--- src/rtl/noc_leaf_endpoint_if.sv ---
// rtl/noc_leaf_endpoint_if.sv - noc_if link bundle between a leaf endpoint and the tree
//   vc_target     : one-hot VC strobe qualifying packet for one cycle
//   packet        : {dest, data}
//   vc_credit_gnt : per-VC credit return pulse, flowing opposite to packets
interface noc_if #(
    parameter int VC_W = 2,
    parameter int A_W  = 4,
    parameter int D_W  = 16
);
    logic [VC_W-1:0]    vc_target;
    logic [A_W+D_W-1:0] packet;
    logic [VC_W-1:0]    vc_credit_gnt;

    modport transmitter (output vc_target, output packet, input vc_credit_gnt);
    modport receiver    (input vc_target, input packet, output vc_credit_gnt);
endinterface

--- src/rtl/noc_leaf_endpoint.sv ---
// rtl/noc_leaf_endpoint.sv - PE-side network interface below one leaf of the binary-tree NoC
//   Optional build macro NOC_EP_STATS_EN: enables stat_inj_cnt/stat_ej_cnt counters and the
//   ejected-destination assertion; otherwise both stat ports are tied to zero.
//   clk, rst (async active-low)
//   inj_valid/inj_ready/inj_vc/inj_dest/inj_data : PE injection stream
//   ej_valid/ej_ready/ej_vc/ej_data               : PE ejection stream (round-robin over VCs)
//   credit_err                                    : sticky protocol-error flag
//   net_tx / net_rx                               : noc_if links to the tree leaf rx / tx
//   stat_inj_cnt / stat_ej_cnt                    : packet counters
module noc_leaf_endpoint #(
    parameter int N             = 8,
    parameter int A_W           = $clog2(N) + 1,
    parameter int VC_W          = 2,
    parameter int D_W           = 16,
    parameter int VC_FIFO_DEPTH = 4,
    parameter int LEAF_ADDR     = 0,
    localparam int VCI_W        = (VC_W > 1) ? $clog2(VC_W) : 1
) (
    input  logic             clk,
    input  logic             rst,
    input  logic             inj_valid,
    output logic             inj_ready,
    input  logic [VCI_W-1:0] inj_vc,
    input  logic [A_W-1:0]   inj_dest,
    input  logic [D_W-1:0]   inj_data,
    output logic             ej_valid,
    input  logic             ej_ready,
    output logic [VCI_W-1:0] ej_vc,
    output logic [D_W-1:0]   ej_data,
    output logic             credit_err,
    noc_if.transmitter       net_tx,
    noc_if.receiver          net_rx,
    output logic [31:0]      stat_inj_cnt,
    output logic [31:0]      stat_ej_cnt
);
    localparam int P_W   = A_W + D_W;
    localparam int CR_W  = $clog2(VC_FIFO_DEPTH);
    localparam int SLOTS = VC_FIFO_DEPTH - 1;
    localparam logic [CR_W-1:0]  CR_MAX   = CR_W'(VC_FIFO_DEPTH - 1);
    localparam logic [CR_W-1:0]  PTR_LAST = CR_W'(VC_FIFO_DEPTH - 2);
    localparam logic [CR_W-1:0]  CR_ONE   = CR_W'(1);
    localparam logic [VCI_W-1:0] VCI_ONE  = VCI_W'(1);
    localparam logic [VCI_W-1:0] VCI_LAST = VCI_W'(VC_W - 1);
    localparam logic [VC_W-1:0]  VC_ONE   = VC_W'(1);

    localparam logic [0:0] ST_INIT   = 1'b0;
    localparam logic [0:0] ST_ACTIVE = 1'b1;

    logic [0:0]       state;
    logic [CR_W-1:0]  credit [VC_W];
    logic [CR_W-1:0]  sel_credit;
    logic             inj_fire;
    logic [VC_W-1:0]  inj_dec;
    logic [VC_W-1:0]  cred_ovf;
    logic [VC_W-1:0]  tx_tgt_q;
    logic [P_W-1:0]   tx_pkt_q;

    logic [P_W-1:0]   fifo_mem [VC_W][SLOTS];
    logic [CR_W-1:0]  wptr  [VC_W];
    logic [CR_W-1:0]  rptr  [VC_W];
    logic [CR_W-1:0]  count [VC_W];
    logic [VC_W-1:0]  rx_tgt;
    logic             rx_onehot;
    logic [VC_W-1:0]  wr_req;
    logic [VC_W-1:0]  wr_en;
    logic             wr_bad;

    logic             arb_found;
    logic [VCI_W-1:0] arb_win;
    logic [VCI_W-1:0] rr_ptr;
    logic             load_en;
    logic [VC_W-1:0]  pop_vec;
    logic [P_W-1:0]   head_pkt;
    logic [VC_W-1:0]  gnt_q;

    // INIT holds inj_ready low for the first cycle out of reset.
    always_ff @(posedge clk or negedge rst) begin
        if (!rst) state <= ST_INIT;
        else      state <= ST_ACTIVE;
    end

    always_comb begin
        sel_credit = '0;
        for (int i = 0; i < VC_W; i++)
            if (inj_vc == VCI_W'(i)) sel_credit = credit[i];
    end

    assign inj_ready = (state == ST_ACTIVE) && (sel_credit != '0);
    assign inj_fire  = inj_valid && inj_ready;

    always_comb begin
        inj_dec  = '0;
        cred_ovf = '0;
        for (int i = 0; i < VC_W; i++) begin
            inj_dec[i]  = inj_fire && (inj_vc == VCI_W'(i));
            // A return on a full counter that is not cancelled by a same-cycle accept.
            cred_ovf[i] = net_tx.vc_credit_gnt[i] && (inj_fire ? (inj_vc != VCI_W'(i)) : 1'b1)
                          && (credit[i] == CR_MAX);
        end
    end

    always_ff @(posedge clk or negedge rst) begin
        if (!rst) begin
            for (int i = 0; i < VC_W; i++) credit[i] <= CR_MAX;
        end else begin
            for (int i = 0; i < VC_W; i++) begin
                if (net_tx.vc_credit_gnt[i] && !inj_dec[i] && credit[i] != CR_MAX)
                    credit[i] <= credit[i] + CR_ONE;
                else if (inj_dec[i] && !net_tx.vc_credit_gnt[i])
                    credit[i] <= credit[i] - CR_ONE;
            end
        end
    end

    always_ff @(posedge clk or negedge rst) begin
        if (!rst) begin
            tx_tgt_q <= '0;
            tx_pkt_q <= '0;
        end else begin
            tx_tgt_q <= inj_dec;
            if (inj_fire) tx_pkt_q <= {inj_dest, inj_data};
        end
    end

    assign net_tx.vc_target = tx_tgt_q;
    assign net_tx.packet    = tx_pkt_q;

    // Fullness is judged before any same-cycle pop: write-when-full is always a drop.
    assign rx_tgt    = net_rx.vc_target;
    assign rx_onehot = (rx_tgt != '0) && ((rx_tgt & (rx_tgt - VC_ONE)) == '0);

    always_comb begin
        wr_req = '0;
        wr_en  = '0;
        for (int i = 0; i < VC_W; i++) begin
            wr_req[i] = rx_onehot && rx_tgt[i];
            wr_en[i]  = wr_req[i] && (count[i] != CR_MAX);
        end
    end

    assign wr_bad = ((rx_tgt != '0) && !rx_onehot) || ((wr_req & ~wr_en) != '0);

    always_ff @(posedge clk) begin
        for (int i = 0; i < VC_W; i++)
            if (wr_en[i]) fifo_mem[i][wptr[i]] <= net_rx.packet;
    end

    always_ff @(posedge clk or negedge rst) begin
        if (!rst) begin
            for (int i = 0; i < VC_W; i++) begin
                wptr[i]  <= '0;
                rptr[i]  <= '0;
                count[i] <= '0;
            end
        end else begin
            for (int i = 0; i < VC_W; i++) begin
                if (wr_en[i])   wptr[i] <= (wptr[i] == PTR_LAST) ? '0 : wptr[i] + CR_ONE;
                if (pop_vec[i]) rptr[i] <= (rptr[i] == PTR_LAST) ? '0 : rptr[i] + CR_ONE;
                case ({wr_en[i], pop_vec[i]})
                    2'b10:   count[i] <= count[i] + CR_ONE;
                    2'b01:   count[i] <= count[i] - CR_ONE;
                    default: count[i] <= count[i];
                endcase
            end
        end
    end

    // Round-robin: first non-empty VC at or above the pointer, then wrap to the ones below.
    always_comb begin
        arb_found = 1'b0;
        arb_win   = '0;
        for (int i = 0; i < VC_W; i++) begin
            if (!arb_found && VCI_W'(i) >= rr_ptr && count[i] != '0) begin
                arb_found = 1'b1;
                arb_win   = VCI_W'(i);
            end
        end
        for (int i = 0; i < VC_W; i++) begin
            if (!arb_found && VCI_W'(i) < rr_ptr && count[i] != '0) begin
                arb_found = 1'b1;
                arb_win   = VCI_W'(i);
            end
        end
    end

    assign load_en  = !ej_valid || ej_ready;
    assign head_pkt = fifo_mem[arb_win][rptr[arb_win]];

    always_comb begin
        pop_vec = '0;
        for (int i = 0; i < VC_W; i++)
            pop_vec[i] = load_en && arb_found && (arb_win == VCI_W'(i));
    end

    always_ff @(posedge clk or negedge rst) begin
        if (!rst) begin
            ej_valid <= 1'b0;
            ej_vc    <= '0;
            ej_data  <= '0;
            rr_ptr   <= '0;
            gnt_q    <= '0;
        end else begin
            gnt_q <= pop_vec;
            if (load_en) begin
                ej_valid <= arb_found;
                if (arb_found) begin
                    ej_vc   <= arb_win;
                    ej_data <= head_pkt[D_W-1:0];
                    rr_ptr  <= (arb_win == VCI_LAST) ? '0 : arb_win + VCI_ONE;
                end
            end
        end
    end

    assign net_rx.vc_credit_gnt = gnt_q;

    always_ff @(posedge clk or negedge rst) begin
        if (!rst)                      credit_err <= 1'b0;
        else if (wr_bad || cred_ovf != '0) credit_err <= 1'b1;
    end

`ifdef NOC_EP_STATS_EN
    logic [A_W-1:0] ej_dest_q;

    always_ff @(posedge clk or negedge rst) begin
        if (!rst) begin
            stat_inj_cnt <= '0;
            stat_ej_cnt  <= '0;
            ej_dest_q    <= '0;
        end else begin
            if (inj_fire)             stat_inj_cnt <= stat_inj_cnt + 32'd1;
            if (ej_valid && ej_ready) stat_ej_cnt  <= stat_ej_cnt + 32'd1;
            if (load_en && arb_found) ej_dest_q    <= head_pkt[P_W-1:D_W];
        end
    end

    ej_dest_ok: assert property (@(posedge clk) disable iff (!rst)
        (ej_valid && ej_ready) |-> (ej_dest_q == A_W'(LEAF_ADDR)));
`else
    logic unused_stats;
    assign unused_stats = ^{head_pkt[P_W-1:D_W], LEAF_ADDR != 0};
    assign stat_inj_cnt = '0;
    assign stat_ej_cnt  = '0;
`endif

endmodule

--- src/flat_wrapper.sv ---
// flat-port wrapper written by rule: the top's interface ports become plain ports
module noc_leaf_endpoint_flat 
#(
    parameter int N             = 8,
    parameter int A_W           = $clog2(N) + 1,
    parameter int VC_W          = 2,
    parameter int D_W           = 16,
    parameter int VC_FIFO_DEPTH = 4,
    parameter int LEAF_ADDR     = 0,
    localparam int VCI_W        = (VC_W > 1) ? $clog2(VC_W) : 1
)
  (clk, rst, inj_valid, inj_ready, inj_vc, inj_dest, inj_data, ej_valid, ej_ready, ej_vc, ej_data, credit_err, stat_inj_cnt, stat_ej_cnt, net_tx_vc_target, net_tx_packet, net_tx_vc_credit_gnt, net_rx_vc_target, net_rx_packet, net_rx_vc_credit_gnt);
  noc_if #(.VC_W(VC_W), .A_W(A_W), .D_W(D_W)) net_tx_i ();
  noc_if #(.VC_W(VC_W), .A_W(A_W), .D_W(D_W)) net_rx_i ();
  input  logic clk;
  input  logic rst;
  input  logic inj_valid;
  output logic inj_ready;
  input  logic [VCI_W-1:0] inj_vc;
  input  logic [A_W-1:0] inj_dest;
  input  logic [D_W-1:0] inj_data;
  output logic ej_valid;
  input  logic ej_ready;
  output logic [VCI_W-1:0] ej_vc;
  output logic [D_W-1:0] ej_data;
  output logic credit_err;
  output logic [31:0] stat_inj_cnt;
  output logic [31:0] stat_ej_cnt;
  output wire logic [$bits(net_tx_i.vc_target)-1:0] net_tx_vc_target;
  output wire logic [$bits(net_tx_i.packet)-1:0] net_tx_packet;
  input wire logic [$bits(net_tx_i.vc_credit_gnt)-1:0] net_tx_vc_credit_gnt;
  input wire logic [$bits(net_rx_i.vc_target)-1:0] net_rx_vc_target;
  input wire logic [$bits(net_rx_i.packet)-1:0] net_rx_packet;
  output wire logic [$bits(net_rx_i.vc_credit_gnt)-1:0] net_rx_vc_credit_gnt;
  assign net_tx_vc_target = net_tx_i.vc_target;
  assign net_tx_packet = net_tx_i.packet;
  assign net_tx_i.vc_credit_gnt = net_tx_vc_credit_gnt;
  assign net_rx_i.vc_target = net_rx_vc_target;
  assign net_rx_i.packet = net_rx_packet;
  assign net_rx_vc_credit_gnt = net_rx_i.vc_credit_gnt;
  noc_leaf_endpoint #(.N(N), .A_W(A_W), .VC_W(VC_W), .D_W(D_W), .VC_FIFO_DEPTH(VC_FIFO_DEPTH), .LEAF_ADDR(LEAF_ADDR)) u_core (.clk(clk), .rst(rst), .inj_valid(inj_valid), .inj_ready(inj_ready), .inj_vc(inj_vc), .inj_dest(inj_dest), .inj_data(inj_data), .ej_valid(ej_valid), .ej_ready(ej_ready), .ej_vc(ej_vc), .ej_data(ej_data), .credit_err(credit_err), .net_tx(net_tx_i), .net_rx(net_rx_i), .stat_inj_cnt(stat_inj_cnt), .stat_ej_cnt(stat_ej_cnt));
endmodule
--- config.mk ---
export PLATFORM = sky130hd
export DESIGN_NAME = noc_leaf_endpoint_flat
export DESIGN_NICKNAME = d
export VERILOG_FILES = /design/src/rtl/noc_leaf_endpoint_if.sv /design/src/rtl/noc_leaf_endpoint.sv /design/src/flat_wrapper.sv
export SDC_FILE = /design/constraint.sdc
export NUM_CORES = 1
export LEC_CHECK = 0
export ABC_CLOCK_PERIOD_IN_PS = 4100
export BUFFER_PORTS_ARGS = -buffer_cell sky130_fd_sc_hd__buf_2
export CAP_MARGIN = 20
export CORE_ASPECT_RATIO = 2
export CORE_MARGIN = 8
export CORE_UTILIZATION = 50
export CTS_CLUSTER_DIAMETER = 150
export DETAILED_ROUTE_END_ITERATION = 10
export PLACE_DENSITY = 0.81
export RECOVER_POWER = 50
export SETUP_SLACK_MARGIN = 0.02
export SYNTH_ARGS = -nofsm -noshare
export SYNTH_HDL_FRONTEND = slang
export SYNTH_SLANG_ARGS = --single-unit
--- constraint.sdc ---
create_clock -name clk -period 4.1 [get_ports clk]
set_clock_uncertainty 0.1 [all_clocks]
set_input_delay 0.82 -clock clk [delete_from_list [all_inputs] [get_ports clk]]
set_output_delay 0.82 -clock clk [all_outputs]
set_load 0.005 [all_outputs]
Word-level counts from Yosys, hierarchy flattened. Memories as Yosys holds them, arrays and structs flattened. Cells that the tools add are included.

ROM bits: 0. Memories: 1. Bits in latches: 0. Register bits after elaboration: 61. Word-level logic and storage cells: 160. Memory bits (writable): 120. Output and inout bits: 108. Input port bits: 49.

Div/mod/pow operators: 0. Shifts and indexed selects: 0. $lt $le $gt $ge: 10. Equality and inequality tests: 14. Bitwise operators: 9. Reductions and logical operators: 57. Add/sub/neg operators: 14. Multiply operators: 0. Mux-type cells: 38.

Memories: u_core.fifo_mem (words 2, bits a word 60, read ports 1, clocked after Yosys merged registers in 0, wr ports 1, RTL line noc_leaf_endpoint.sv:58) `logic [P_W-1:0] fifo_mem [VC_W][SLOTS];`.

Operators with widths (number): two-way mux 60 bit (4); demux 20 bit (select 2 bit) (2); OR reduction 60 bit (1); binary-select mux 20 bit (select 2 bit) (1); two-way mux 20 bit (2); logical AND 1 bit (32); two-way mux 16 bit (2); two-way mux 2 bit (12); nonzero test 2 bit (10); adder 2 x 1 -> 2 bit (second input constant) (8); equality test 2 bit (second input constant) (8); two-way mux 1 bit (13); subtractor 2 x 1 -> 2 bit (second input constant) (5); greater-or-equal comparator 3 bit (second input constant) (3); zero test 1 bit (9); inverter 2 -> 3 bit (3); inequality test 2 bit (second input constant) (4); case mux 2 bit (2 select lines) (2); less-than comparator 3 x 1 -> 1 bit (second input constant) (2); AND 2 bit (2); equality test 2 x 1 -> 1 bit (second input constant) (2); logical OR 1 bit (3); greater-or-equal comparator 1 bit (first input constant) (2); greater-or-equal comparator 2 bit (second input constant) (1); other kinds (7) (9).

Logic depth before layout (Yosys ltp). Gate-level depths: netlist of the first run.

Word-level depth: 23. Gate-level depth with buffers: 12. Gate-level depth less buffers: 8.

Worst setup path before layout of the first run. No wires, ideal clock.

Kind: input-to-reg. From: input port net_rx_vc_target[0]. To: memory u_core.fifo_mem[1][20] (netlist name), enable pin. Data arrival time: 2.442 ns. Stages on the path: 3. Buffers on the path: 0. Setup slack: 1.142 ns. Library setup time: 0.415 ns. Data required time: 3.585 ns. Cell sequence: a21oi_1 nand2_1 nor3b_1.

Longest elaborated chain between the ends: 10. Elaborated cells between the ends (all ways): 16. Those cells by class: add/sub (1); mux (6); bitwise (1); reduce/logical (8).

RTL lines: start: declaration (RTL line flat_wrapper.sv:32) `input wire logic [$bits(net_rx_i.vc_target)-1:0] net_rx_vc_target;`; subtractor 2 x 1 -> 2 bit (RTL line noc_leaf_endpoint.sv:130) `assign rx_onehot = (rx_tgt != '0) && ((rx_tgt & (rx_tgt - VC_ONE)) == '0);`; AND 2 bit (RTL line noc_leaf_endpoint.sv:130); zero test 2 bit (RTL line noc_leaf_endpoint.sv:130); logical AND 1 bit (RTL line noc_leaf_endpoint.sv:130); logical AND 1 bit (RTL line noc_leaf_endpoint.sv:136) `wr_req[i] = rx_onehot && rx_tgt[i];`; logical AND 1 bit (RTL line noc_leaf_endpoint.sv:137) `wr_en[i] = wr_req[i] && (count[i] != CR_MAX);`; two-way mux 1 bit (RTL line noc_leaf_endpoint.sv:145) `if (wr_en[i]) fifo_mem[i][wptr[i]] <= net_rx.packet;`; two-way mux 60 bit (implied by the code) (RTL line noc_leaf_endpoint.sv:145); OR reduction 60 bit (no source line); two-way mux 1 bit (no source line) / two-way mux 60 bit (equally long branches); end: declaration (RTL line noc_leaf_endpoint.sv:58).

Parallel ways exist; a longest one is shown, timed or not.

==> metrics.md, run 1 <==
| Metric | Value |
|---|---|
| Area post-placement | `0.007163 sq mm` |
| Post-synth top area share | `42.35%` |
| Die width | `98.51 um` |
| Register area share after synthesis | `64.84%` |
| Failing checks | `max-capacitance violations, max-slew violations` |
| Gates resized, CTS repair | `0` |
| Critical path type | `in -> async` |
| Post-Layout Inst Area | `0.007710 sq mm` |
| Main synth FF type | `edfxtp_1` |
| DR WL/cell | `19.78 um` |
| Via density | `5.499` |
| Status | `finished with violations` |
| Number of global-route vias before repair | `4478` |
| Final Setup Violations | `0` |
| DP HPWL | `10060 um` |
| Final min period | `2.868 ns` |
| Hold WS | `0.2325 ns` |
| Bufs and invs on worst path | `2` |
| Power per cell area | `680.4 mW/mm^2` |
| Startpoint Class | `primary input` |
| Setup bufs post-CTS | `0` |
| Max Cap Viol | `1` |
| Vias | `4064` |
| Hold_buf cts | `0` |
| Synth Warn # | `0` |
| Fin nets | `622` |
| DIE AREA | `0.01783 sq mm` |
| Fin cells | `739` |
| Initial DRC Count | `202` |
| Final Util | `57.70%` |
| Placed insts | `706` |
| HP Class | `in -> async` |
| Total clock sinks | `157` |
| RePlAce Congestion | `0.7882` |
| Pre-antenna DRT Iters | `4` |
| Reg2Reg Depth | `4` |
| Worst path cell trace | `clkbuf_1 > clkbuf_1` |
| Final ANT Viol Nets | `0` |
| Starting density of the core | `50.95%` |
| H-Tree Depth | `4` |
| Mapped Area | `0.006808 sq mm` |
| Maximum vdd drop | `0.4783 mV` |
| Fraction of layout cells with a size suffix above 1 | `25.17%` |
| Fill cell count | `1071` |
| Commonest non-fill, non-tap cell in the layout | `edfxtp_1` |
| CP top delay family | `buffers and inverters` |
| Core box area | `0.01336 sq mm` |
| Area growth syn-to-layout | `13.25%` |
| Max Clk Rate | `348.7 MHz` |
| #FFs+latches synth | `157` |
| Post-synth top area cell | `edfxtp_1` |
| Clk Latency, worst-skew pair | `0.42 ns` |
| Rows | `60` |
| Initial antenna violation count | `0` |
| Max Root-Sink Buffers | `2` |
| All-Layer GR Usage | `16.79%` |
| Pin count of the biggest net entering global routing | `50` |
| TritonCTS Buffers | `17` |
| Drt total wl | `14620 um` |
| Commonest cells after routing, fill and taps aside | `edfxtp_1 (96), conb_1 (65), buf_2 (60)` |
| I/O Pins | `157` |
| Clk slew on worst S/H paths | `0.06 ns` |
| First-pass GRT wire length | `23100 um` |
| Multi-input gate area | `0.002006 sq mm` |
| Setup_tns | `0 ns` |
| Worst-Margin Slew | `2.202 ns` |
| Period utilization | `69.95%` |
| Diodes inserted | `0` |
| WP depth | `2` |
| Unrepaired setup endpoints after global routing | `no` |
| Ranking of synthesized cells by area | `edfxtp_1 (42%), dfrtp_1 (21%), buf_4 (7.4%)` |
| Number of synthesized flops with an enable pin | `96` |
| CTS tree | `done` |
| Sequential Area | `0.004414 sq mm` |
| Worst setup EP type | `async pin` |
| Clock Tree Root | `clkbuf_16` |
| Fraction of registers with async set/reset | `38.85%` |
| Crit path max fanout | `41` |
| Port Buffers | `88` |
| Slew Limit Fails | `42` |
| Mapped Avg Cell Area | `14.30 sq um` |
| Crit-path most repeated cell | `clkbuf_1` |
| CP arrival | `2.84 ns` |
| Post-synthesis cell count | `476` |
| Required @ worst endpoint | `4.07 ns` |
| Critical Path Slowest Stage Cell | `clkbuf_1` |
| Die Y | `181.0 um` |
| Synth cell types | `44` |
| Leakage | `3.168 nW` |
| DRC viols | `0` |
| CP max stage delay | `1.62 ns` |
| Worst rel slew slack | `-46.79%` |
| Fin. Hold Viols | `0` |
| GRT overflow | `0` |
## cells in the mapped netlist, types with 2 or more instances
| master | number |
|---|---|
| a21o_1 | 10 |
| mux2i_1 | 48 |
| buf_6 | 5 |
| nor3_1 | 5 |
| nor3b_1 | 4 |
| dfrtp_1 | 57 |
| nor2_1 | 25 |
| dfstp_2 | 4 |
| mux2_2 | 20 |
| inv_1 | 5 |
| a21oi_1 | 19 |
| o221ai_2 | 10 |
| or2_1 | 2 |
| o21ai_0 | 4 |
| conb_1 | 2 |
| nor4_1 | 20 |
| xor2_1 | 2 |
| xnor2_1 | 4 |
| clkbuf_1 | 6 |
| buf_4 | 67 |
| nor4b_1 | 2 |
| ha_1 | 2 |
| edfxtp_1 | 96 |
| o221ai_1 | 6 |
| buf_2 | 9 |
| nand2_1 | 24 |
## cell type report
| class | count | area share (%) |
|---|---|---|
| clock inverters | 13 | 1.672 |
| well taps | 155 | 2.515 |
| flip-flops and latches | 157 | 57.25 |
| multi-input cells | 289 | 26.01 |
| inverters | 5 | 0.2434 |
| clock buffers | 19 | 5.875 |
| repair buffers | 101 | 6.426 |
## cell families (layout without fill, tap and decap cells)
| group | after synthesis | count (layout) | share of synthesized area (%) |
|---|---|---|---|
| xor+xnor | 6 | 6 | 0.7719 |
| mux | 68 | 68 | 10.37 |
| flops | 157 | 157 | 64.84 |
| compound gates | 57 | 57 | 6.929 |
| fa+ha+maj | 2 | 2 | 0.3675 |
| simple gates | 91 | 91 | 6.911 |
| buf+inv | 93 | 138 | 9.704 |
| other cells | 2 | 65 | 0.1103 |
## per-stage QoR
step	power, mW	worst slack [ns]
after global routing	5.508	0.6553
after global placement	3.674	1.377
final	5.245	1.232
after CTS	5.294	1.427
after detailed placement	3.768	1.313
after floorplan	3.349	1.142
## report_power, final
part           internal (mW)  total, mW  leakage [nW]  switching, mW
clock                  0.880       1.53         0.275          0.646
sequential              1.98       2.19          1.60          0.208
combinational          0.632       1.53          1.29          0.897
## path summary, 6_finish.rpt
path / startpoint / end / slack, ns
worst max-delay path: rst / u_core.count[3] / 1.23
worst min-delay path: rst / u_core.net_tx.packet[12] / 0.23
worst max register to register: u_core.count[1] / u_core.ej_data[7] / 1.40
worst min register to register: u_core.ej_vc / u_core.ej_vc / 0.38
max in group clk: u_core.count[1] / u_core.ej_data[7] / 1.40
min in group clk: u_core.ej_vc / u_core.ej_vc / 0.38
## metal layers
layer / part of all wire (%) / track usage [%] / vias up / routed length (um)
li1: - / - / 1817 / -
met1: 35 / 16.15 / 2011 / 5138
met2: 54 / 30.51 / 205 / 7900
met3: 7.9 / 5.968 / 31 / 1150
met4: 2.9 / 8.297 / 0 / 428
met5: 0 / 0 / - / 0
## sequential cells by signal, summed over array words and instances (netlist names)
register / flops
u_core.fifo_mem: 96
u_core.net_tx.packet: 20
u_core.ej_data: 16
u_core.count: 4
u_core.credit: 4
u_core.rptr: 4
u_core.wptr: 4
u_core.net_rx.vc_credit_gnt: 2
u_core.net_tx.vc_target: 2
u_core.credit_err: 1
u_core.ej_valid: 1
u_core.ej_vc: 1
u_core.rr_ptr: 1
u_core.state: 1
(Power assumes the default switching activity.)
==> run 2, diff against run 1 <==
--- a/config.mk
+++ b/config.mk
@@ -5,15 +5,16 @@
 export SDC_FILE = /design/constraint.sdc
 export NUM_CORES = 1
 export LEC_CHECK = 0
-export ABC_CLOCK_PERIOD_IN_PS = 4100
+export ABC_AREA = 1
+export ABC_CLOCK_PERIOD_IN_PS = 2510
 export BUFFER_PORTS_ARGS = -buffer_cell sky130_fd_sc_hd__buf_2
 export CAP_MARGIN = 20
 export CORE_ASPECT_RATIO = 2
 export CORE_MARGIN = 8
-export CORE_UTILIZATION = 50
+export CORE_UTILIZATION = 49
 export CTS_CLUSTER_DIAMETER = 150
 export DETAILED_ROUTE_END_ITERATION = 10
-export PLACE_DENSITY = 0.81
+export PLACE_DENSITY = 0.82
 export RECOVER_POWER = 50
 export SETUP_SLACK_MARGIN = 0.02
 export SYNTH_ARGS = -nofsm -noshare
==> constraint.sdc (replaced) <==
create_clock -name clk -period 2.51 [get_ports clk]
set_clock_uncertainty 0.1 [all_clocks]
set_input_delay 0.502 -clock clk [delete_from_list [all_inputs] [get_ports clk]]
set_output_delay 0.502 -clock clk [all_outputs]
set_load 0.005 [all_outputs]
==> metrics.md, run 2 <==
| Metric | Value |
|---|---|
| Status | `complete, no violations` |
| Startpoint Class | `register` |
| Clock Tree Root | `clkbuf_16` |
| Required @ worst endpoint | `2.69 ns` |
| Total clock sinks | `157` |
| Synth Warn # | `0` |
| Slew Limit Fails | `0` |
| RePlAce Congestion | `0.7589` |
| Mapped Avg Cell Area | `9.564 sq um` |
| Critical Path Slowest Stage Cell | `dfrtp_1` |
| Ranking of synthesized cells by area | `edfxtp_1 (40%), dfrtp_1 (20%), nand2_1 (12%)` |
| Gates resized, CTS repair | `0` |
| Fin cells | `1044` |
| HP Class | `in -> reg` |
| Pre-antenna DRT Iters | `6` |
| Maximum vdd drop | `1.024 mV` |
| Max Cap Viol | `0` |
| Worst rel slew slack | `9.516%` |
| Area growth syn-to-layout | `14.96%` |
| Hold_buf cts | `1` |
| Register area share after synthesis | `61.79%` |
| Clk slew on worst S/H paths | `0.06 ns` |
| #FFs+latches synth | `157` |
| Post-synth top area cell | `edfxtp_1` |
| Die Y | `186.8 um` |
| Worst path cell trace | `inv_2 > nand2_1 > o31ai_4 > nor2_1 > ha_1 > a21oi_1 > o21ai_0 > xor2_1` |
| CTS tree | `done` |
| Diodes inserted | `0` |
| Max Clk Rate | `446.6 MHz` |
| Synth cell types | `29` |
| DRC viols | `0` |
| Period utilization | `89.21%` |
| Leakage | `3.916 nW` |
| Fin. Hold Viols | `0` |
| Reg power frac | `35.7%` |
| I/O Pins | `157` |
| First-pass GRT wire length | `23330 um` |
| Via density | `4.716` |
| Final Setup Violations | `0` |
| Main synth FF type | `edfxtp_1` |
| Power per cell area | `1246 mW/mm^2` |
| All-Layer GR Usage | `15.85%` |
| CP top delay family | `compound AO/OA/AOI/OAI gates` |
| Critical path type | `reg -> reg` |
| Fraction of layout cells with a size suffix above 1 | `14.20%` |
| Top cells by count, synth | `nand2_1 (230), edfxtp_1 (96), nor2_1 (87), nand3_1 (80), buf_4 (68)` |
| Commonest cells after routing, fill and taps aside | `nand2_1 (231), edfxtp_1 (96), nor2_1 (88)` |
| DIE AREA | `0.01893 sq mm` |
| Hold WS | `0.1761 ns` |
| CP arrival | `2.42 ns` |
| Fill cell count | `1181` |
| DP HPWL | `9772 um` |
| Post-synthesis cell count | `747` |
| Worst-Margin Slew | `1.357 ns` |
| Setup_tns | `0 ns` |
| Max reg flops | `96` |
| Final min period | `2.239 ns` |
| Core box area | `0.01435 sq mm` |
| Net switching power | `3.772 mW` |
| Fin nets | `890` |
| Fraction of registers with async set/reset | `38.85%` |
| Bufs and invs on worst path | `1` |
| Crit path max fanout | `7` |
| Drt total wl | `14700 um` |
| Worst setup EP type | `register` |
| Most common cell in the netlist | `nand2_1` |
| DR WL/cell | `14.08 um` |
| Starting density of the core | `49.78%` |
| Rows | `62` |
| Initial antenna violation count | `0` |
| Max Root-Sink Buffers | `2` |
| Clk Latency, worst-skew pair | `0.41 ns` |
| Number of synthesized flops with an enable pin | `96` |
| Unrepaired setup endpoints after global routing | `no` |
| Port Buffers | `88` |
| Initial DRC Count | `309` |
| CP max stage delay | `0.43 ns` |
| Final ANT Viol Nets | `0` |
| Sw frac | `36.87%` |
| Placed insts | `1011` |
| Clk pwr share | `28.2%` |
| Commonest non-fill, non-tap cell in the layout | `nand2_1` |
| H-Tree Depth | `4` |
| Internal power | `6.458 mW` |
| Comb power frac | `36.0%` |
| GRT overflow | `0` |
| TritonCTS Buffers | `17` |
| R2r startpoint | `u_core.count[0]` |
| Vias | `4923` |
| Post-synth top area share | `40.35%` |
| Die width | `101.4 um` |
| Number of global-route vias before repair | `4929` |
| Crit path from | `u_core.count[0]` |
| Mapped Area | `0.007144 sq mm` |
| Setup bufs post-CTS | `0` |
| Pin count of the biggest net entering global routing | `52` |
| Hold Crit Start | `inj_data[10]` |
==> run 2: cell count changes after synthesis, moves of 5 or more <==
cell and change:
mux2_2 -20, inv_1 +48, a21o_1 -8, o221ai_2 -10, nand2_1 +206, mux2i_1 -48
nor2_1 +62, a21oi_1 -14, nor4_1 -20, o21ai_0 +5, clkbuf_1 +9, o221ai_1 -6
nand3_1 +80
==> run 2: power groups by stage <==
stage	Sequential [mW]	Combinational, mW	Clock, mW
6_report	3.66	3.69	2.89
3_3_place_gp	3.68	3.60	0
3_5_place_dp	3.70	3.72	0
4_1_cts	3.67	3.77	2.92
2_1_floorplan	3.67	2.78	0
5_1_grt	3.72	4.20	3.01
==> run 2: stage by stage <==
stage	utilization (%)	instance area [sq um]	total power, mW	worst slack [ns]
global route	57.23	8213	10.94	0.1011
finish	57.23	8213	10.23	0.2708
global placement	52.88	7589	7.278	0.4833
CTS	57.62	8269	10.36	0.3390
floorplan	-	7381	6.450	0.02740
detailed placement	52.88	7589	7.419	0.4336
==> run 2: path summary, 6_finish.rpt <==
kind / endpoint / slack [ns] / cells past startpoint
max: u_core.count[1] / 0.27 / 8
min: u_core.net_tx.packet[10] / 0.18 / 3
max reg2reg: u_core.count[1] / 0.27 / 8
min reg2reg: u_core.net_tx.packet[7] / 0.38 / 2
max in group asynchronous: u_core.credit[1] / 0.57 / 3
min in group asynchronous: u_core.net_tx.packet[8] / 0.82 / 2
==> run 2: worst reg2reg max path, stage by stage (launching register included) <==
cell and delay, ns:
dfrtp_1 0.43, inv_2 0.07, nand2_1 0.20, o31ai_4 0.35
nor2_1 0.20, ha_1 0.37, a21oi_1 0.11, o21ai_0 0.12
xor2_1 0.17
==> run 2: logic make-up after synthesis <==
kind of cell               Yosys count  share of synthesized area (%)
adders and majority gates            2                         0.3502
other                                2                         0.1051
xor gates and xnor gates             5                         0.6131
AOI/OAI and AO/OA                   20                          1.944
DFF                                157                          61.79
and+or+nand+nor                    412                          23.54
buffers and inverters              149                          11.66
==> run 2: final cells by class <==
cell class | instances | area (sq um) | area share [%]
well taps | 192 | 240.2 | 2.925
inverters | 56 | 210.2 | 2.559
clock inverters | 14 | 241.5 | 2.940
multi-input cells | 504 | 2133 | 25.98
flip-flops and latches | 157 | 4414 | 53.75
clock buffers | 18 | 429.2 | 5.225
repair buffers | 103 | 544.3 | 6.627
==> run 2: metal layers <==
layer,up-vias,wire (um),track usage (%)
li1,2442,-,-
met1,2242,5148,16.06
met2,211,7902,28.32
met3,28,1357,4.922
met4,0,288,7.221
met5,-,0,0
==> run 3, diff against run 2 <==
--- a/config.mk
+++ b/config.mk
@@ -12,6 +12,7 @@
 export CORE_ASPECT_RATIO = 2
 export CORE_MARGIN = 8
 export CORE_UTILIZATION = 49
+export CTS_BUF_LIST = sky130_fd_sc_hd__clkbuf_16
 export CTS_CLUSTER_DIAMETER = 150
 export DETAILED_ROUTE_END_ITERATION = 10
 export PLACE_DENSITY = 0.82
==> metrics.md, run 3 (synthesized netlist as in run 2, its figures left out) <==
| Metric | Value |
|---|---|
| Status | `complete, no violations` |
| Fin nets | `890` |
| Via density | `4.717` |
| Final ANT Viol Nets | `0` |
| Area growth syn-to-layout | `14.96%` |
| Initial antenna violation count | `0` |
| RePlAce Congestion | `0.7589` |
| Max reg flops | `96` |
| Max Clk Rate | `446.7 MHz` |
| DIE AREA | `0.01893 sq mm` |
| Maximum vdd drop | `1.025 mV` |
| Fraction of layout cells with a size suffix above 1 | `14.20%` |
| H-Tree Depth | `4` |
| Commonest non-fill, non-tap cell in the layout | `nand2_1` |
| Clk slew on worst S/H paths | `0.06 ns` |
| Die width | `101.4 um` |
| DR WL/cell | `14.06 um` |
| Leakage | `3.920 nW` |
| GRT overflow | `0` |
| All-Layer GR Usage | `15.85%` |
| Max Cap Viol | `0` |
| Starting density of the core | `49.78%` |
| Pwr Total | `10.23 mW` |
| Total clock sinks | `157` |
| R2r startpoint | `u_core.count[0]` |
| Die Y | `186.8 um` |
| Crit path from | `u_core.count[0]` |
| Clk Latency, worst-skew pair | `0.41 ns` |
| Gates resized, CTS repair | `0` |
| Pin count of the biggest net entering global routing | `52` |
| Number of global-route vias before repair | `4929` |
| DRC viols | `0` |
| Fin. Hold Viols | `0` |
| Worst rel slew slack | `9.496%` |
| Commonest cells after routing, fill and taps aside | `nand2_1 (231), edfxtp_1 (96), nor2_1 (88)` |
| Clock Tree Root | `clkbuf_16` |
| Vias | `4925` |
| Port Buffers | `88` |
| Max Root-Sink Buffers | `2` |
| Drt total wl | `14680 um` |
| Slew Limit Fails | `0` |
| Diodes inserted | `0` |
| Power per cell area | `1246 mW/mm^2` |
| Pre-antenna DRT Iters | `7` |
| DP HPWL | `9772 um` |
| Core box area | `0.01435 sq mm` |
| Final Setup Violations | `0` |
| Hold Crit Start | `inj_data[10]` |
| Final min period | `2.239 ns` |
| Crit path max fanout | `7` |
| Critical path type | `reg -> reg` |
| Initial DRC Count | `309` |
| HP Class | `in -> reg` |
| Worst setup EP type | `register` |
| CP arrival | `2.42 ns` |
| TritonCTS Buffers | `17` |
| Unrepaired setup endpoints after global routing | `no` |
| Worst-Margin Slew | `1.358 ns` |
| Rows | `62` |
| I/O Pins | `157` |
| CTS tree | `done` |
| First-pass GRT wire length | `23330 um` |
| Startpoint Class | `register` |
| Setup_tns | `0 ns` |
| Required @ worst endpoint | `2.69 ns` |
| Period utilization | `89.19%` |
## run 3: layout make-up
type / instances / area [sq um]
Fill cell: 1181 / 6138
Clock inverter: 15 / 245.2
Tap cell: 192 / 240.2
Sequential cell: 157 / 4414
Inverter: 56 / 210.2
Clock buffer: 17 / 425.4
Multi-Input combinational cell: 504 / 2133
Timing Repair Buffer: 103 / 544.3
## run 3: worst paths after layout
path	slack (ns)	to	depth (start not counted)
min in group asynchronous	0.82	u_core.net_tx.packet[8]	2
worst min-delay path	0.18	u_core.net_tx.packet[10]	3
worst max-delay path	0.27	u_core.count[1]	8
worst max register to register	0.27	u_core.count[1]	8
worst min register to register	0.38	u_core.net_tx.packet[7]	2
max in group asynchronous	0.57	u_core.credit[1]	3
## run 3: stage by stage
stage	cell area [sq um]	instances	worst slack (ns)	hold WS [ns]	util, %
finish	8213	1044	0.2714	0.1760	57.23
global route	8213	1044	0.1011	0.1725	57.23
CTS	8269	1044	0.3390	0.1594	57.62
detailed placement	7589	1011	0.4336	0.3591	52.88
global placement	7589	1011	0.4833	0.3582	52.88
floorplan	7381	810	0.02740	0.1064	-
## run 3: per-layer routing
metal  wire length (um)  share of wire (%)  GRT usage (%)  up-vias
li1                   -                  -              -     2442
met1               5113                 35          16.06     2236
met2               7878                 54          28.32      221
met3               1403                9.6          4.922       26
met4                285                1.9          7.221        0
met5                  0                  0              0        -
## run 3: worst max-delay path, stage by stage, from the launching register on
cell and delay, ns:
dfrtp_1 0.43, inv_2 0.07, nand2_1 0.20, o31ai_4 0.35, nor2_1 0.20, ha_1 0.36
a21oi_1 0.11, o21ai_0 0.12, xor2_1 0.17
## run 3: what timing repair did
item / in CTS / in global routing
buffers inserted: 0 / 0
endpoints found under the hold margin: 18 / 0
hold buffers: 1 / 0
## run 3: report_power, final
group | leakage (nW) | internal (mW) | switching, mW
Combinational | 2.01 | 1.24 | 2.46
Sequential | 1.60 | 3.35 | 0.302
Clock | 0.317 | 1.86 | 1.02
Total | 3.92 | 6.45 | 3.78
